$ cat config.mk
export PLATFORM = sky130hd
export DESIGN_NAME = best_match_comparator
export DESIGN_NICKNAME = d
export VERILOG_FILES = /design/src/rtl/best_match_comparator.sv
export SDC_FILE = /design/constraint.sdc
export NUM_CORES = 1
export LEC_CHECK = 0
export CAP_MARGIN = 40
export CELL_PAD_IN_SITES_DETAIL_PLACEMENT = 0
export CELL_PAD_IN_SITES_GLOBAL_PLACEMENT = 1
export CORE_ASPECT_RATIO = 1.75
export CORE_MARGIN = 10
export CORE_UTILIZATION = 45
export CTS_CLUSTER_SIZE = 24
export DETAILED_ROUTE_END_ITERATION = 10
export DONT_BUFFER_PORTS = 1
export PLACE_DENSITY_LB_ADDON = 0.1
export SLEW_MARGIN = 20
export SYNTH_ARGS = -nofsm -noshare
export SYNTH_HDL_FRONTEND = slang
export SYNTH_SLANG_ARGS = --single-unit
$ cat constraint.sdc
create_clock -name clock -period 5.55 [get_ports clock]
set_clock_uncertainty 0.15 [all_clocks]
set_input_delay 1.11 -clock clock [delete_from_list [all_inputs] [get_ports clock]]
set_output_delay 1.11 -clock clock [all_outputs]
set_load 0.01 [all_outputs]
$ cat src/rtl/best_match_comparator.sv
// ---------------------------------------------------------------------------
// best_match_comparator
//
// Tracks the smallest distance reported by a bank of processing-element
// lanes over a search session. A session opens on CompStart and closes on
// CompLast. On each search cycle the lowest-index ready lane supplies one
// candidate, which is compared against the best distance so far.
//
// Ports
//   clock      : rising-edge clock
//   reset_n    : synchronous active-low reset
//   CompStart  : pulse, opens (or restarts) a session
//   CompLast   : pulse, closes the session after this cycle's candidate
//   PEout      : NUM_PE packed distances, lane i at [i*DIST_W +: DIST_W]
//   PEready    : per-lane distance-valid flags
//   vectorX/Y  : motion vector paired with this cycle's candidate
//   BestDist   : best distance so far (all-ones when nothing accepted)
//   motionX/Y  : vector belonging to BestDist
//   BestPE     : lane that supplied BestDist
//   CandCount  : candidates seen this session, saturating at 255
//   Busy       : session in progress
//   Done       : one-cycle result-valid pulse
//   Found      : at least one candidate accepted this session
//   MultiHit   : sticky, several lanes were ready in the same cycle
// ---------------------------------------------------------------------------
module best_match_comparator #(
    parameter  int NUM_PE   = 16,
    parameter  int DIST_W   = 8,
    parameter  int VEC_W    = 4,
    parameter  int TIE_MODE = 0,
    localparam int PE_W     = (NUM_PE > 1) ? $clog2(NUM_PE) : 1
) (
    input  logic                     clock,
    input  logic                     reset_n,
    input  logic                     CompStart,
    input  logic                     CompLast,
    input  logic [NUM_PE*DIST_W-1:0] PEout,
    input  logic [NUM_PE-1:0]        PEready,
    input  logic [VEC_W-1:0]         vectorX,
    input  logic [VEC_W-1:0]         vectorY,
    output logic [DIST_W-1:0]        BestDist,
    output logic [VEC_W-1:0]         motionX,
    output logic [VEC_W-1:0]         motionY,
    output logic [PE_W-1:0]          BestPE,
    output logic [7:0]               CandCount,
    output logic                     Busy,
    output logic                     Done,
    output logic                     Found,
    output logic                     MultiHit
);

    typedef enum logic [1:0] {
        IDLE   = 2'd0,
        SEARCH = 2'd1,
        DONE   = 2'd2
    } state_t;

    state_t              state_q, state_d;
    logic [DIST_W-1:0]   best_dist_q, best_dist_d;
    logic [VEC_W-1:0]    motion_x_q, motion_x_d;
    logic [VEC_W-1:0]    motion_y_q, motion_y_d;
    logic [PE_W-1:0]     best_pe_q, best_pe_d;
    logic [7:0]          cand_count_q, cand_count_d;
    logic                busy_q, busy_d;
    logic                done_q, done_d;
    logic                found_q, found_d;
    logic                multi_hit_q, multi_hit_d;

    logic [PE_W-1:0]     sel_lane;
    logic [DIST_W-1:0]   new_dist;
    logic                any_ready;
    logic                multi_ready;
    logic                accept;

    // Candidate selection: lowest-index ready lane wins. Scanning from the
    // top down lets the last assignment be the lowest set bit.
    always_comb begin
        // NOTE: every always_comb output gets a default first, so no path
        // leaves it unassigned and no latch is inferred.
        sel_lane = '0;
        for (int i = NUM_PE - 1; i >= 0; i--) begin
            if (PEready[i]) begin
                sel_lane = PE_W'(i);
            end
        end
    end

    assign new_dist    = PEout[sel_lane*DIST_W +: DIST_W];
    assign any_ready   = |PEready;
    // Clearing the lowest set bit leaves something only if two or more were set.
    assign multi_ready = |(PEready & (PEready - NUM_PE'(1)));
    assign accept      = (TIE_MODE != 0) ? (new_dist <= best_dist_q)
                                         : (new_dist <  best_dist_q);

    always_comb begin
        state_d      = state_q;
        best_dist_d  = best_dist_q;
        motion_x_d   = motion_x_q;
        motion_y_d   = motion_y_q;
        best_pe_d    = best_pe_q;
        cand_count_d = cand_count_q;
        found_d      = found_q;
        multi_hit_d  = multi_hit_q;

        // CompStart is accepted in every state and always wins over CompLast;
        // the vector and lane of the previous result stay visible.
        if (CompStart) begin
            state_d      = SEARCH;
            best_dist_d  = '1;
            cand_count_d = '0;
            found_d      = 1'b0;
            multi_hit_d  = 1'b0;
        end else begin
            case (state_q)
                IDLE: state_d = IDLE;
                SEARCH: begin
                    if (any_ready) begin
                        if (cand_count_q != 8'hFF) begin
                            cand_count_d = cand_count_q + 8'd1;
                        end
                        if (multi_ready) begin
                            multi_hit_d = 1'b1;
                        end
                        if (accept) begin
                            best_dist_d = new_dist;
                            motion_x_d  = vectorX;
                            motion_y_d  = vectorY;
                            best_pe_d   = sel_lane;
                            found_d     = 1'b1;
                        end
                    end
                    if (CompLast) begin
                        state_d = DONE;
                    end
                end
                DONE:    state_d = IDLE;
                default: state_d = IDLE;
            endcase
        end

        // Status flags are registered views of the state being entered.
        busy_d = (state_d == SEARCH);
        done_d = (state_d == DONE);
    end

    always_ff @(posedge clock) begin
        // NOTE: sequential state uses non-blocking assignments so every flop
        // samples the pre-edge values regardless of statement order.
        if (!reset_n) begin
            state_q      <= IDLE;
            best_dist_q  <= '1;
            motion_x_q   <= '0;
            motion_y_q   <= '0;
            best_pe_q    <= '0;
            cand_count_q <= '0;
            busy_q       <= 1'b0;
            done_q       <= 1'b0;
            found_q      <= 1'b0;
            multi_hit_q  <= 1'b0;
        end else begin
            state_q      <= state_d;
            best_dist_q  <= best_dist_d;
            motion_x_q   <= motion_x_d;
            motion_y_q   <= motion_y_d;
            best_pe_q    <= best_pe_d;
            cand_count_q <= cand_count_d;
            busy_q       <= busy_d;
            done_q       <= done_d;
            found_q      <= found_d;
            multi_hit_q  <= multi_hit_d;
        end
    end

    assign BestDist  = best_dist_q;
    assign motionX   = motion_x_q;
    assign motionY   = motion_y_q;
    assign BestPE    = best_pe_q;
    assign CandCount = cand_count_q;
    assign Busy      = busy_q;
    assign Done      = done_q;
    assign Found     = found_q;
    assign MultiHit  = multi_hit_q;

endmodule

==> flow_metrics.tcl <==
set metrics [dict create \
    status "complete, no violations" \
    core_sq_um 6280 \
    min_period_ns 4.86 \
    r2r-start "BestDist[5]" \
    r2r_cells 9 \
    ys_seq_area_frac 0.233 \
    viasPerCell 6.70 \
    fin_nets 473 \
    pin_count 188 \
    tightest_slew_ns 0.603 \
    dr.first_iter.drc_count 194 \
    min_path_type "reg2reg" \
    final_util 0.490 \
    ys_top_cells_by_area "dfxtp_1 (23%), mux4_2 (22%), nand3_1 (3.8%)" \
    antenna_found_initial 0 \
    synth_edf_count 0 \
    slowest_delay_ns 0.55 \
    tns_ns 0 \
    die_area_sq_um 10200 \
    max-clock-path-buffers 2 \
    synthArstFlopShare 0 \
    drt_wl_total_microns 10700 \
    post_cts_resized 0 \
    cts_sinks 34 \
    drv_slew 0 \
    path_buf_inv 1 \
    grt_max_degree 34 \
    ant_nets 0 \
    critPathCapture "motionX[3]" \
    htreeDepth 2 \
    die_h_microns 127 \
    rsz0062_at_grt "no" \
    synth_area_leader_cell "dfxtp_1" \
    peakVddDrop_mv 0.190 \
    synthCells 320 \
    ys_types 54 \
    r2r_slack_ns 2.96 \
    crit_path_end_kind "flip-flop" \
    grt_pass1_vias 2644 \
    setup_violations 0 \
    ys_seq_elements 34 \
    synth_area_sq_um 2920 \
    cts_root_buffer "clkbuf_8" \
    drv_cap 0 \
    ys.flop_type "dfxtp_1" \
    startpoint_type "primary input" \
    crit_slowest_cell "or4_1" \
    num_antenna_cells 0 \
    yosysTopAreaCellShare 0.233 \
    power.density_nw_per_um2 193 \
    wl_per_cell_microns 27.4 \
    syn_area_per_cell_sq_um 9.12 \
    worst-setup-path-type "in2reg" \
    crit_fanout 33 \
    finalHoldViolations 0 \
    ys_top_cells_by_count "dfxtp_1 (34), mux4_2 (28), nor2_1 (27)" \
    die_x_microns 80.9 \
    drc 0 \
    max_slew_margin 0.594 \
    grt_pass1_wl_microns 15500 \
    yosysWarnings 0 \
    cts_buffers 5 \
    crit_cells 15 \
    grt-ovfl-total 0 \
    insertion_delay_ns 0.28 \
    dpl.hpwl_microns 9050 \
    fmax_mhz 206 \
    clkTransAtPathRegs_ns 0.06 \
    cp.required_ns 5.54 \
    vias 2608 \
    critPathLaunch "PEready[5]" \
    min_path_cells 2 \
    cts_setup_buffers 0 \
    grt_usage 0.195 \
    path_cells "or4_1 -> o32ai_1 -> a21oi_4 -> buf_12 -> mux4_2 -> a22oi_1 -> nand2_1 -> ha_1 -> a21o_1 -> a21o_1 -> a21oi_1 -> and2_1 -> nand2b_1 -> o21ai_0 -> a21oi_1" \
    drt_pass1_iterations 4 \
    cts_tree "yes" \
    start_util 0.465 \
    area_delta_synth_final_pct 5.32 \
    drive_above_1_share 0.168 \
    rows 38 \
    finalCritPeriodShare 0.875 \
    synth_most_common_cell "dfxtp_1" \
    crit_arrival_ns 4.85 \
    critPathTopFamily "compound AO/OA/AOI/OAI gates" \
    reg2reg_to "motionX[3]" \
    cts_hold_buf 0 \
    syn_nets 484 \
    p_leak_nw 1.09 \
    portBuffers 0 \
    gp_congestion 0.857 \
]
-- cell type report --
| type | instances | area, sq um |
|---|---|---|
| Clock buffer | 7 | 76.3 |
| Multi-Input combinational cell | 247 | 2080 |
| Inverter | 15 | 56.3 |
| Tap cell | 80 | 100 |
| Fill cell | 609 | 3200 |
| Sequential cell | 34 | 681 |
| Timing Repair Buffer | 6 | 77.6 |
-- kinds of logic after synthesis --
group                      after synthesis  share of synthesized area
AOI/OAI and AO/OA                       92                      0.228
xor gates and xnor gates                 5                     0.0150
adders and majority gates               10                     0.0412
buffers and inverters                   39                     0.0583
DFF                                     34                      0.233
muxes                                   35                      0.241
and+or+nand+nor                        105                      0.183
-- metal layers --
layer / GRT usage / share of wire / vias to the layer above
met5: 0 / 0 / -
met4: 0.0635 / 0.024 / 0
met3: 0.0806 / 0.13 / 19
met2: 0.345 / 0.52 / 149
met1: 0.198 / 0.32 / 1208
li1: - / - / 1232
-- flip-flops by register name (all words and copies together), names as in the netlist --
signal,cells
BestDist,8
CandCount,8
BestPE,4
motionX,4
motionY,4
state_q,2
Busy,1
Done,1
Found,1
MultiHit,1
-- report_power, final --
part	switching [mW]	internal (mW)	total [mW]
clock network	0.0825	0.0863	0.169
registers	0.0102	0.253	0.263
logic	0.0782	0.0839	0.162
-- tightest hold or removal path, cell delays in order, from the launching register on --
cell      delay, ns
dfxtp_1        0.30
nand2b_1       0.12
nor3_1         0.06
-- placed cells by master (no fill, tap or decap), types with 3 or more instances in the layout --
cell type / n
mux4_2: 28
mux2i_1: 5
nand2b_1: 4
o21ai_0: 11
a21oi_1: 19
inv_1: 15
xor2_1: 4
o32ai_1: 3
nor2_1: 27
nand4_1: 5
a22oi_1: 14
buf_4: 4
o211ai_1: 9
or4_1: 3
ha_1: 8
a221oi_1: 3
a211oi_1: 4
clkbuf_8: 5
or3_1: 7
dfxtp_1: 34
nor4_1: 4
nand2_1: 17
nor3_1: 6
o21a_1: 4
nand3_1: 22
and2_1: 5
-- worst min path at each step --
stage / from / endpoint / slack, ns
2_1_floorplan: state_q[0] / Done / 0.34
3_3_place_gp: motionY[0] / motionY[0] / 0.37
3_5_place_dp: state_q[0] / Done / 0.37
4_1_cts: state_q[0] / Done / 0.38
5_1_grt: motionY[2] / motionY[2] / 0.41
6_report: state_q[0] / Done / 0.37
-- stage by stage --
| step | power, mW | hold WS, ns | worst slack [ns] | instances | area, sq um |
|---|---|---|---|---|---|
| after floorplan | 0.400 | 0.342 | 0.564 | 320 | 2920 |
| after global placement | 0.427 | 0.369 | 0.482 | 381 | 2970 |
| after detailed placement | 0.430 | 0.370 | 0.441 | 382 | 3000 |
| after CTS | 0.598 | 0.381 | 0.733 | 389 | 3070 |
| after global routing | 0.622 | 0.408 | 0.435 | 389 | 3070 |
| final | 0.594 | 0.374 | 0.691 | 389 | 3070 |
No activity file was read; power rests on OpenSTA's default activity.
==> edit: new RTL, same settings <==
`DIST_W`: 8 -> 10.
--- a/src/rtl/best_match_comparator.sv
+++ b/src/rtl/best_match_comparator.sv
@@ -27,3 +27,3 @@
     parameter  int NUM_PE   = 16,
-    parameter  int DIST_W   = 8,
+    parameter  int DIST_W   = 10,
     parameter  int VEC_W    = 4,
Ports: changed (resized BestDist and PEout); port bits go from 188 to 222. No check against the original RTL was run, so the function may have changed too.
==> edit against the original RTL <==
Via count grew 33%; clock power rose by 68%; synthesized area increased by 19%; sequential cell count up 2; total power increased by 32%; setup slack worse by 300 ps; critical path depth rose by 4; sequential share of layout area fell by 2.9 points; routed wire length up 20%; cell area up 22%; hold slack got worse by 12 ps; count of clock-buffer cells in the layout is the same; global-route usage up 0.80 points; largest cell class unchanged; largest power group is now the clock network.
==> edit: results (changes against the original RTL) <==
CTS Buffer Depth: 2 (unchanged)
DP Worst Slack: 138 ps (-303 ps)
PortBufs: 0 (unchanged)
Placer Congestion: 0.831 (-3.0%)
Half-perimeter wire length after placement: 10.9 mm (+20%)
Initial antenna violation count: 0 (unchanged)
Antenna diode count: 0 (unchanged)
TritonCTS Buffers: 5 (unchanged)
Async S/R FF share, synth: 0% (unchanged)
NetSw: 0.228 mW (+33%)
Worst R2R Path Depth: 11 (+2)
Hold buffers post-CTS: 0 (unchanged)
Non-filler cells in the finished layout: 545 (+40%)
# resized after CTS: 0 (unchanged)
Fraction of layout cells with a size suffix above 1: 13.3% (-3.5 points)
Global-route wire length before repair: 19.3 mm (+24%)
Synth top cells by count: nand2_1, dfxtp_1, nor2_1
Fillers: 789 (+30%)
Postcts setup bufs: 0 (unchanged)
Worst Hold Depth: 2 (unchanged)
Yosys warnings: 0 (unchanged)
Critical Path AT: 5150 ps (+300 ps)
Placed Cells: 537 (+41%)
First-pass DRT Iterations: 5 (+1)
Maximum VDD drop: 0.000146 V (-23%)
Via density: 6.34 (-5.4%)
H-tree Lvls: 2 (unchanged)
Worst Max-Slew Pin Slew: 704 ps (+101 ps)
Seq/Total Area, Yosys: 20.7% (-2.6 points)
Synthesized area per cell: 7.47 sq um (-18%)
Pin count of the biggest net entering global routing: 59 (+74%)
Synth top area cells: dfxtp_1, mux2i_1, nand2_1
Clk_lat worst skew: 270 ps
Starting DRT DRC Count: 94 (-52%)
Vias in the first global route: 3595 (+36%)
Mapped Nets: 663 (+37%)
Yosys cell types: 54 (unchanged)
Pleak: 1.46 nW (+34%)
Worst hold path class: reg2reg
All-Layer GR Usage: 20.3% (+0.80 points)
Setup TNS: 0 ps (unchanged)
Largest register FFs: 10
CTS clock-pin slew for the worst setup and hold paths: 50 ps
CTS Root Cell: clkbuf_16
Status: finished clean
Placed Area: 0.00359 sq mm (+20%)
Critical-path maximum fanout: 24 (-27%)
WL per Instance: 23.6 um (-14%)
==> edit: cell types whose count changed after synthesis, sizes merged, moves of 20 or more <==
cell | unedited run | this run
nand2 | 17 | 68
mux2i | 5 | 27
and2 | 5 | 28
mux4 | 28 | 0
a31oi | 0 | 20
a211oi | 4 | 27
==> edit: power by group through the flow <==
stage / clock network (mW) / registers [mW] / logic (mW)
after global routing: 0.300 / 0.279 / 0.243
after global placement: 0 / 0.284 / 0.211
after floorplan: 0 / 0.281 / 0.170
final: 0.284 / 0.278 / 0.218
after detailed placement: 0 / 0.284 / 0.218
after CTS: 0.289 / 0.279 / 0.219
==> edit: path summary, 6_finish.rpt <==
path | start | endpoint | slack, ps
worst max register to register | BestDist[3] | motionX[0] | 2970
worst min-delay path | motionY[2] | motionY[2] | 360
worst min register to register | motionY[2] | motionY[2] | 360
worst max-delay path | PEready[15] | motionX[0] | 390
==> edit: critical path: stages <==
cell and delay (ps):
nor2_1 60, o31a_1 250, o31ai_1 330, a31o_2 600, buf_4 240, nand2_1 50
and3_1 170, o32ai_1 400, a221o_1 200, ha_1 250, a21o_1 160, a21o_1 170
a21oi_1 140, nor2_1 60, nor2_1 120, and2_1 160, nand2b_1 340, o21ai_2 270
a21oi_2 70
==> edit: cell type report <==
class / instances / area [sq um] / area share (%)
Multi-Input combinational cell: 381 / 2540 / 67.8
Sequential cell: 36 / 721 / 19.2
Inverter: 15 / 56.3 / 1.50
Timing Repair Buffer: 18 / 168 / 4.47
Clock buffer: 7 / 153 / 4.07
Tap cell: 88 / 110 / 2.94
==> edit: routing by layer <==
metal	up-vias	track usage [%]	wire (um)	share of wire [%]
met1	1583	20.0	4430	35
met3	15	6.47	1100	8.6
li1	1706	-	-	-
met2	153	38.6	7060	55
met4	0	5.79	247	1.9
met5	-	0	0	0
==> edit: cells by family after synthesis <==
kind of cell,after synthesis,synth area share (%)
compound gates,137,29.8
xor+xnor,6,1.51
fa+ha+maj,13,4.46
buf+inv,48,6.95
flops,36,20.7
mux,36,10.7
simple gates,189,25.8
